<file path="src/rtl/job_dispatcher.sv">
// Job dispatcher: splits a nonce range across hashing cores and
// funnels golden nonces from all cores into one FIFO for the transmitter.
module job_dispatcher #(
    parameter int NUM_CORES  = 4,
    parameter int LOG2_CORES = 2,
    parameter int FIFO_DEPTH = 4
) (
    input  logic                    CLK,
    input  logic                    RST_N,
    input  logic                    job_valid,
    output logic                    job_ready,
    input  logic [255:0]            job_midstate,
    input  logic [95:0]             job_data,
    input  logic [31:0]             job_nonce_min,
    input  logic [31:0]             job_nonce_max,
    output logic [NUM_CORES-1:0]    core_start,
    output logic [255:0]            core_midstate,
    output logic [95:0]             core_data,
    output logic [32*NUM_CORES-1:0] core_nonce_start,
    output logic [32*NUM_CORES-1:0] core_nonce_end,
    input  logic [NUM_CORES-1:0]    core_done,
    input  logic [NUM_CORES-1:0]    core_found,
    input  logic [32*NUM_CORES-1:0] core_nonce,
    output logic                    nonce_valid,
    input  logic                    nonce_ready,
    output logic [31:0]             nonce_out,
    output logic                    busy,
    output logic                    exhausted,
    output logic [7:0]              dropped_count
);

    localparam int PW = (LOG2_CORES > 0) ? LOG2_CORES : 1;
    localparam int FW = (FIFO_DEPTH > 1) ? $clog2(FIFO_DEPTH) : 1;

    typedef enum logic [1:0] {
        S_IDLE,
        S_LOAD,
        S_RUN
    } state_t;

    state_t r_state;
    state_t w_state_nxt;

    logic [255:0]            r_job_mid;
    logic [95:0]             r_job_data;
    logic [31:0]             r_min;
    logic [31:0]             r_max;
    logic [255:0]            r_mid;
    logic [95:0]             r_data;
    logic [NUM_CORES-1:0]    r_start;
    logic [NUM_CORES-1:0]    r_started;
    logic [NUM_CORES-1:0]    r_done;
    logic [NUM_CORES-1:0]    r_pending;
    logic [32*NUM_CORES-1:0] r_ns;
    logic [32*NUM_CORES-1:0] r_ne;
    logic [31:0]             r_pnonce [NUM_CORES];
    logic [PW-1:0]           r_rr;
    logic [31:0]             r_fifo [FIFO_DEPTH];
    logic [FW-1:0]           r_wr;
    logic [FW-1:0]           r_rd;
    logic [FW:0]             r_cnt;
    logic [7:0]              r_dropped;

    logic                    w_accept;
    logic                    w_run;
    logic                    w_all_done;
    logic [32:0]             w_span;
    logic [32:0]             w_chunk;
    logic                    w_empty;
    logic [32*NUM_CORES-1:0] w_ns;
    logic [32*NUM_CORES-1:0] w_ne;
    logic [NUM_CORES-1:0]    w_mask;
    logic [NUM_CORES-1:0]    w_found;
    logic [NUM_CORES-1:0]    w_set;
    logic [NUM_CORES-1:0]    w_drop;
    logic [NUM_CORES-1:0]    w_done_in;
    logic [NUM_CORES-1:0]    w_gnt_oh;
    logic [NUM_CORES-1:0]    w_clr;
    logic                    w_gnt_vld;
    logic [PW-1:0]           w_gnt_idx;
    logic [PW-1:0]           w_idx;
    logic [PW-1:0]           w_rr_nxt;
    logic                    w_full;
    logic                    w_push;
    logic                    w_pop;
    logic [4:0]              w_ndrop;
    logic [8:0]              w_drop_sum;

    assign w_run      = (r_state == S_RUN);
    assign job_ready  = (r_state != S_LOAD);
    assign w_accept   = job_valid & job_ready;
    assign w_all_done = &(r_done | ~r_started);

    assign w_found   = core_found & {NUM_CORES{w_run & ~w_accept}};
    assign w_drop    = w_found & r_pending;
    assign w_set     = w_found & ~r_pending;
    assign w_done_in = core_done & r_started & {NUM_CORES{w_run}};

    assign w_full = (r_cnt == (FW+1)'(FIFO_DEPTH));
    assign w_pop  = nonce_valid & nonce_ready;
    // A full FIFO still takes a new entry when its head leaves this cycle
    assign w_push = w_gnt_vld & (~w_full | w_pop);
    assign w_clr  = w_push ? w_gnt_oh : '0;

    always_comb begin
        w_state_nxt = r_state;
        unique case (r_state)
            S_IDLE: if (w_accept) w_state_nxt = S_LOAD;
            S_LOAD: w_state_nxt = S_RUN;
            S_RUN: begin
                if (w_accept)
                    w_state_nxt = S_LOAD;
                else if (w_all_done)
                    w_state_nxt = S_IDLE;
            end
            default: w_state_nxt = S_IDLE;
        endcase
    end

    // An empty job passes through RUN with nothing started, so it retires
    // on the same path as a normal job
    assign w_span  = {1'b0, r_max} - {1'b0, r_min} + 33'd1;
    assign w_chunk = w_span >> LOG2_CORES;
    assign w_empty = (r_min > r_max);

    always_comb begin
        w_ns   = '0;
        w_ne   = '0;
        w_mask = '0;
        if (!w_empty) begin
            if (w_chunk == '0) begin
                w_ns[31:0] = r_min;
                w_ne[31:0] = r_max;
                w_mask[0]  = 1'b1;
            end else begin
                w_mask = '1;
                for (int i = 0; i < NUM_CORES; i++) begin
                    w_ns[32*i +: 32] = r_min + w_chunk[31:0] * 32'(i);
                    if (i == NUM_CORES - 1)
                        w_ne[32*i +: 32] = r_max;
                    else
                        w_ne[32*i +: 32] = r_min
                            + w_chunk[31:0] * 32'(i + 1) - 32'd1;
                end
            end
        end
    end

    always_comb begin
        w_gnt_vld = 1'b0;
        w_gnt_idx = '0;
        w_idx     = '0;
        w_gnt_oh  = '0;
        for (int k = 0; k < NUM_CORES; k++) begin
            w_idx = PW'((int'(r_rr) + k) % NUM_CORES);
            if (!w_gnt_vld && r_pending[w_idx]) begin
                w_gnt_vld = 1'b1;
                w_gnt_idx = w_idx;
            end
        end
        w_gnt_oh[w_gnt_idx] = w_gnt_vld;
        w_rr_nxt = PW'((int'(w_gnt_idx) + 1) % NUM_CORES);
    end

    always_comb begin
        w_ndrop = '0;
        for (int i = 0; i < NUM_CORES; i++)
            w_ndrop = w_ndrop + 5'(w_drop[i]);
        w_drop_sum = {1'b0, r_dropped} + 9'(w_ndrop);
    end

    always_ff @(posedge CLK) begin
        if (!RST_N) begin
            r_state    <= S_IDLE;
            r_job_mid  <= '0;
            r_job_data <= '0;
            r_min      <= '0;
            r_max      <= '0;
            r_mid      <= '0;
            r_data     <= '0;
            r_start    <= '0;
            r_started  <= '0;
            r_done     <= '0;
            r_pending  <= '0;
            r_ns       <= '0;
            r_ne       <= '0;
            r_rr       <= '0;
            r_wr       <= '0;
            r_rd       <= '0;
            r_cnt      <= '0;
            r_dropped  <= '0;
        end else begin
            r_state   <= w_state_nxt;
            r_dropped <= w_drop_sum[8] ? 8'hFF : w_drop_sum[7:0];
            r_start   <= '0;
            if (w_accept) begin
                r_job_mid  <= job_midstate;
                r_job_data <= job_data;
                r_min      <= job_nonce_min;
                r_max      <= job_nonce_max;
                r_pending  <= '0;
                r_done     <= '0;
                r_wr       <= '0;
                r_rd       <= '0;
                r_cnt      <= '0;
            end else begin
                r_pending <= (r_pending & ~w_clr) | w_set;
                r_done    <= r_done | w_done_in;
                if (w_push) begin
                    r_wr <= r_wr + 1'b1;
                    r_rr <= w_rr_nxt;
                end
                if (w_pop)
                    r_rd <= r_rd + 1'b1;
                if (w_push && !w_pop)
                    r_cnt <= r_cnt + 1'b1;
                else if (!w_push && w_pop)
                    r_cnt <= r_cnt - 1'b1;
            end
            if (r_state == S_LOAD) begin
                r_start   <= w_mask;
                r_started <= w_mask;
                r_ns      <= w_ns;
                r_ne      <= w_ne;
                r_mid     <= r_job_mid;
                r_data    <= r_job_data;
            end
        end
    end

    always_ff @(posedge CLK) begin
        if (w_push && !w_accept)
            r_fifo[r_wr] <= r_pnonce[w_gnt_idx];
        for (int i = 0; i < NUM_CORES; i++)
            if (w_set[i])
                r_pnonce[i] <= core_nonce[32*i +: 32];
    end

    assign core_start       = r_start;
    assign core_midstate    = r_mid;
    assign core_data        = r_data;
    assign core_nonce_start = r_ns;
    assign core_nonce_end   = r_ne;
    assign nonce_valid      = (r_cnt != '0);
    assign nonce_out        = nonce_valid ? r_fifo[r_rd] : 32'h0;
    assign busy             = (r_state != S_IDLE);
    assign exhausted        = w_run & w_all_done & ~w_accept;
    assign dropped_count    = r_dropped;

endmodule

</file>
<file path="config.mk">
export PLATFORM = sky130hd
export DESIGN_NAME = job_dispatcher
export DESIGN_NICKNAME = d
export VERILOG_FILES = /design/src/rtl/job_dispatcher.sv
export SDC_FILE = /design/constraint.sdc
export NUM_CORES = 2
export LEC_CHECK = 0
export BUFFER_PORTS_ARGS = -buffer_cell sky130_fd_sc_hd__buf_2
export CAP_MARGIN = 20
export CELL_PAD_IN_SITES_DETAIL_PLACEMENT = 1
export CELL_PAD_IN_SITES_GLOBAL_PLACEMENT = 2
export CORE_AREA = 10 10 466 468
export CTS_CLUSTER_DIAMETER = 200
export DETAILED_ROUTE_END_ITERATION = 10
export DIE_AREA = 0 0 476 478
export PLACE_DENSITY_LB_ADDON = 0.1
export SETUP_SLACK_MARGIN = 0.1
export SLEW_MARGIN = 20
export SYNTH_ARGS = -nofsm -noshare
export SYNTH_HDL_FRONTEND = slang
export SYNTH_SLANG_ARGS = --single-unit
export TNS_END_PERCENT = 100
</file>
<file path="constraint.sdc">
create_clock -name CLK -period 5.9 [get_ports CLK]
set_clock_uncertainty 0.15 [all_clocks]
set_input_delay 0.59 -clock CLK [delete_from_list [all_inputs] [get_ports CLK]]
set_output_delay 0.59 -clock CLK [all_outputs]
set_load 0.02 [all_outputs]
</file>
### Yosys cells after proc, flatten, opt, wreduce, memory -nomap -nowiden

Memory sizes are Yosys's and may differ from the RTL's. A register that Yosys moved wholly into a read port is not among the register bits.
Cells that the tools add are included.

* $add $sub $neg: 20
* $mul: 1
* magnitude comparators: 7
* eq/ne operators: 6
* mux-type cells: 46
* bitwise operators: 23
* reductions and logical operators: 23

Operator list (number)
* $mux W128: 2
* $mux W96: 2
* $sub A32 B1 Y32 const B: 3
* $add A32 B32 Y32: 2
* $mux W32: 2
* $add A33 B1 Y33 const B: 1
* $logic_not A33 Y1: 1
* $sub A32 B32 Y33: 1
* $add A32 B31 Y32: 1
* $gt A32 B32 Y1: 1
* $mul A31 B2 Y32 const B: 1
* $and A4 B4 Y4: 7
* $mux W1: 19
* $mux W2: 9
* $lt A2 B3 Y1 const B: 5
* $not A4 Y4: 3
* $or A4 B4 Y4: 3
* $add A8 B4 Y9: 1
* $mux W3: 3
* $add A2 B1 Y2 const B: 4
* $bmux W1 S2: 4
* $mux W4: 2
* $mux W8: 1
* $logic_and A1 B1 Y1: 7
* other kinds (25): 41

* register bits after elaboration: 1059
* RAM bits: 256
* input port bits: 556
* logic and storage cells: 146
* memories: 2

Memory list
* r_fifo: depth 4, width 32, read ports 1, clocked after Yosys merged registers in 1, write ports 1, RTL line 58 `logic [31:0] r_fifo [FIFO_DEPTH];`
* r_pnonce: depth 4, width 32, read ports 1, clocked after Yosys merged registers in 0, write ports 4, RTL line 56 `logic [31:0] r_pnonce [NUM_CORES];`

### Longest topological paths before layout

* depth in word-level cells: 21
* mapped depth: 28

### Least setup slack after synthesis

No wires, ideal clock.

* path type: register to register
* start point: register r_min[3]
* end point: register r_ne[91] (netlist: core_nonce_end[91])
* setup time: 0.125 ns
* data arrival time: 6.229 ns
* required time: 5.625 ns
* path slack: -0.604 ns
* cell stages (with the launch flop): 25
* path buffers: 1
* clock period less this slack: 6.504 ns
* cells stage by stage: dfxtp_1 inv_1 ha_1 ha_1 a21oi_1 nand2_1 a21o_1 maj3_1 maj3_1 a21o_1 xor2_1 fa_1 ha_1 buf_6 and3_4 a221o_1 a21boi_4 o21ai_1 xor2_1 nor4_4 or3b_1 nor4_2 nor3b_2 xnor2_1 o21ai_1

* word-level cells in the longest chain between the ends: 7

RTL lines
* start, declared: RTL line 46 `logic [31:0] r_min;`
* start signal, assigned: RTL line 199 `r_min <= job_nonce_min;`
* $sub A32 B32 Y33: RTL line 122 `assign w_span = {1'b0, r_max} - {1'b0, r_min} + 33'd1;`
* $add A33 B1 Y33: RTL line 122
* $mul A31 B2 Y32: RTL line 143 `+ w_chunk[31:0] * 32'(i + 1) - 32'd1;`
* $add A32 B32 Y32: RTL line 143
* $sub A32 B1 Y32: RTL line 143
* $mux W96: RTL line 131 `if (w_chunk == '0) begin`
* $mux W128 *: RTL line 130 `if (!w_empty) begin`
* end signal, assigned: RTL line 224 `r_ne <= w_ne;`
* end, declared: RTL line 55 `logic [32*NUM_CORES-1:0] r_ne;`

Every way passes the cells marked *; elsewhere a longest branch is shown, timed or not.
A chain may end at the register's enable or synchronous reset.

### Worst setup path in the final report

* start point: register r_max[1]
* end point: register r_ne[91] (netlist: core_nonce_end[91])

* word-level cells in the longest chain between the ends: 7

RTL lines
* start, declared: RTL line 47 `logic [31:0] r_max;`
* start signal, assigned: RTL line 200 `r_max <= job_nonce_max;`
* $sub A32 B32 Y33: RTL line 122
* $add A33 B1 Y33: RTL line 122
* $mul A31 B2 Y32: RTL line 143
* $add A32 B32 Y32: RTL line 143
* $sub A32 B1 Y32: RTL line 143
* $mux W96: RTL line 131
* $mux W128 *: RTL line 130

Marks and branches as above.

==> out/qor.yml <==
drt:
  drt_iter0_markers: 2800
  wl_per_cell_um: 24.5
  drc_errors: 0
  vias_per_cell: 4.78
  ant_nets: 0
  drt_wl_total_mm: 286
  dr.pass1.iters: 5
  vias: 55575
logic_synthesis:
  synth-seq-cells: 1312
  synth_top_flop_cell: "dfxtp_1"
  syn-cell-area_mm2: 0.0565
  seq_area_frac_synth_pct: 51.1
  synthDistinctLibCells: 100
  async_flop_share_pct: 0
  synth_cells: 6401
  synth_edf_count: 256
  syn_avg_cell_area_um2: 8.82
  syn_nets: 7200
  yosys_warnings: 0
pwr:
  power.density_mw_per_mm2: 433
  vdd_drop_max_uv: 319
  p_leak_nw: 35.5
clock_tree:
  cts_tree: "built"
  cts-root-buf: "clkbuf_16"
  htreeDepth: 4
  clkTransAtPathRegs_ps: 60
  cts_buffer_depth: 3
  clock_sinks: 1312
  cts-buffers-inserted: 160
  clock_latency_ps: 810
setup_path:
  cp_max_fo: 5
  startpoint: "r_max[1]"
  crit_end: "core_nonce_end[91]"
  worstReg2RegStart: "r_max[1]"
  reg2reg_slack_ps: -230
  start_kind: "flop"
  critPathRequiredTime_ps: 6430
  cpPeakStageDelay_ps: 480
  r2r_cells: 28
  end_kind: "flop"
  critPathKind: "flop to flop"
  critPathArrivalTime_ps: 6660
  reg2reg_to: "core_nonce_end[91]"
  crit_slowest_cell: "fa_1"
grt:
  antenna_found_initial: 86
  grt_pass1_vias: 58229
  grt_use_met3_pct: 6.63
  grt_usage_pct: 23.8
  grt-ovfl-total: 0
  grt_pass1_wl_mm: 407
  use_met1_pct: 28.1
  grt_most_used_layer: "met2"
  grt_use_met2_pct: 40.2
  grt_max_degree: 194
floorplan:
  start_util_pct: 27.1
  rows: 168
  die_width_um: 476
  pin_count: 1212
  die-area_mm2: 0.228
  die_h_um: 478
  core_area_mm2: 0.208
place:
  dp_hpwl_mm: 208
  finalWeightedCongestion: 0.863
  dp_cells: 10661
  dp_slack_ps: -500
  port_buffers: 1211
sta:
  finalCriticalPeriod_ps: 6130
  hold_ws_ps: 77.6
  tightest_slew_ps: 1510
  timing.final.crit_share_pct: 104
  setup_violations: 220
  final-max-slew-violation-count: 18
  rsz0062_at_grt: "true"
  fin_ws_ps: -234
  tns_ps: -23670
  finalHoldViolations: 0
  slew_headroom_pct: -0.482
  fmax_ghz: 0.163
cells_and_area:
  utilization_pct: 40.1
  nets: 9457
  stdcell_count: 11638
  syn2layout_area_growth_pct: 48.1
  drive_gt1_share_pct: 28.6
hold_path:
  hp-class: "input port to flop"
job:
  max_cap_viol_count: 0
run_status:
  violations: "max-slew violations, negative setup slack"
  status: "finished, violations left"
## metal layers
layer	wire length, um	up-vias
met3	18300	484
met4	15300	54
li1	-	26440
met1	117000	27311
met2	135000	1286
met5	335	-
## cell usage after synthesis (52+ instances only)
library cell / count / area (um2)
dfxtp_1: 1056 / 21100
and3_1: 52 / 325
nand3_1: 63 / 315
a22o_1: 79 / 692
ha_1: 216 / 2700
edfxtp_1: 256 / 7690
nand2_1: 1935 / 7260
clkbuf_1: 360 / 1350
xor2_1: 73 / 639
a21o_1: 69 / 518
nor2_1: 137 / 514
a21oi_1: 923 / 4620
inv_1: 152 / 571
o21ai_0: 206 / 1030
xnor2_1: 120 / 1050
## layout by cell type (no fill, tap or decap), drive strengths merged, types with 11 or more instances in the layout
master,synthesis,routed
a211o,11,11
a31oi,49,49
nand3,63,63
nor2b,22,22
buf,40,1929
a22o,79,79
xor2,73,73
edfxtp,256,256
nand4,31,31
dfxtp,1056,1056
o21a,20,20
fa,27,27
mux2i,16,16
a21o,69,69
clkinv,0,33
nor2,137,137
a21oi,926,926
a211oi,26,26
o21ai,229,229
nor3,40,40
inv,156,162
a22oi,20,20
a311oi,12,12
and2,49,49
diode,0,51
or2,12,12
nand2,1935,1935
nand2b,16,16
and3,53,53
mux4,32,32
o21bai,15,15
dlygate4sd3,0,554
xnor2,120,120
o2111ai,13,13
clkbuf,361,245
or3,18,18
nor4,30,30
ha,216,216
o211ai,23,23
## worst min-delay path by stage
stage                   startpoint             endpoint  slack, ps  cells past startpoint
6_report               nonce_ready                 flop         80                      4
2_1_floorplan         r_started[0]         r_started[0]        280                      2
3_3_place_gp    core_nonce_end[80]   core_nonce_end[80]        280                      2
3_5_place_dp   core_nonce_end[113]  core_nonce_end[113]        290                      2
4_1_cts                nonce_ready                 flop         20                      4
5_1_grt                nonce_ready         r_pending[2]         80                      3
## what timing repair did
item | 4_1_cts | 5_1_grt
cloned | 20 | 14
pin swaps | 37 | 133
hold buffers | 554 | 0
endpoints found under the hold margin | 553 | 0
resized for setup | 154 | 294
endpoints found under the setup margin | 225 | 225
buffers inserted | 33 | 22
## sequential cells by signal, summed over array words and instances, names as in the netlist, 4 cells and up, named ones only
signal / flops
core_midstate: 256
r_job_mid: 256
core_nonce_end: 128
r_fifo: 128
r_pnonce: 128
core_nonce_start: 127
core_data: 96
r_job_data: 96
r_max: 32
r_min: 32
dropped_count: 8
r_done: 4
r_pending: 4
## per-stage QoR
| step | power, mW | instance area (um2) |
|---|---|---|
| after floorplan | 17.6 | 56600 |
| after global routing | 38.4 | 83600 |
| after detailed placement | 24.4 | 69800 |
| after global placement | 24.3 | 69800 |
| after CTS | 35.7 | 82000 |
| final | 36.2 | 83600 |
## kinds of logic (layout without fill, tap and decap cells)
kind of cell | count (synthesis) | count (layout) | share of synthesized area [%]
compound gates | 1578 | 1578 | 16.3
xor+xnor | 194 | 194 | 3.03
fa+ha+maj | 245 | 245 | 5.78
buf+inv | 557 | 2938 | 3.85
flops | 1312 | 1312 | 51.1
mux | 49 | 49 | 1.58
other cells | 0 | 51 | 0
simple gates | 2466 | 2466 | 18.4
## report_power, final
part	internal (mW)	total, mW	switching [mW]
logic	7.65	16.2	8.58
registers	9.61	9.94	0.329
clock network	5.90	10.0	4.15
total	23.2	36.2	13.1
## cell type report
type | count | area (um2)
clock inverters | 51 | 696
well taps | 2805 | 3510
repair buffers | 2494 | 18200
diodes | 51 | 128
fillers | 24152 | 125000
flip-flops and latches | 1312 | 28800
repair inverters | 2 | 36.3
multi-input cells | 4532 | 27000
inverters | 156 | 632
clock buffers | 235 | 4630
## worst max-delay path, delay by kind of cell, from the launching register on
family          cells  cell delay [ps]
xor+xnor            2              310
compound gates      8             1350
fa+ha+maj           4             1350
simple gates        8             1720
flops               1              350
buf+inv             6              760
Power figures use the tool's default switching activity.
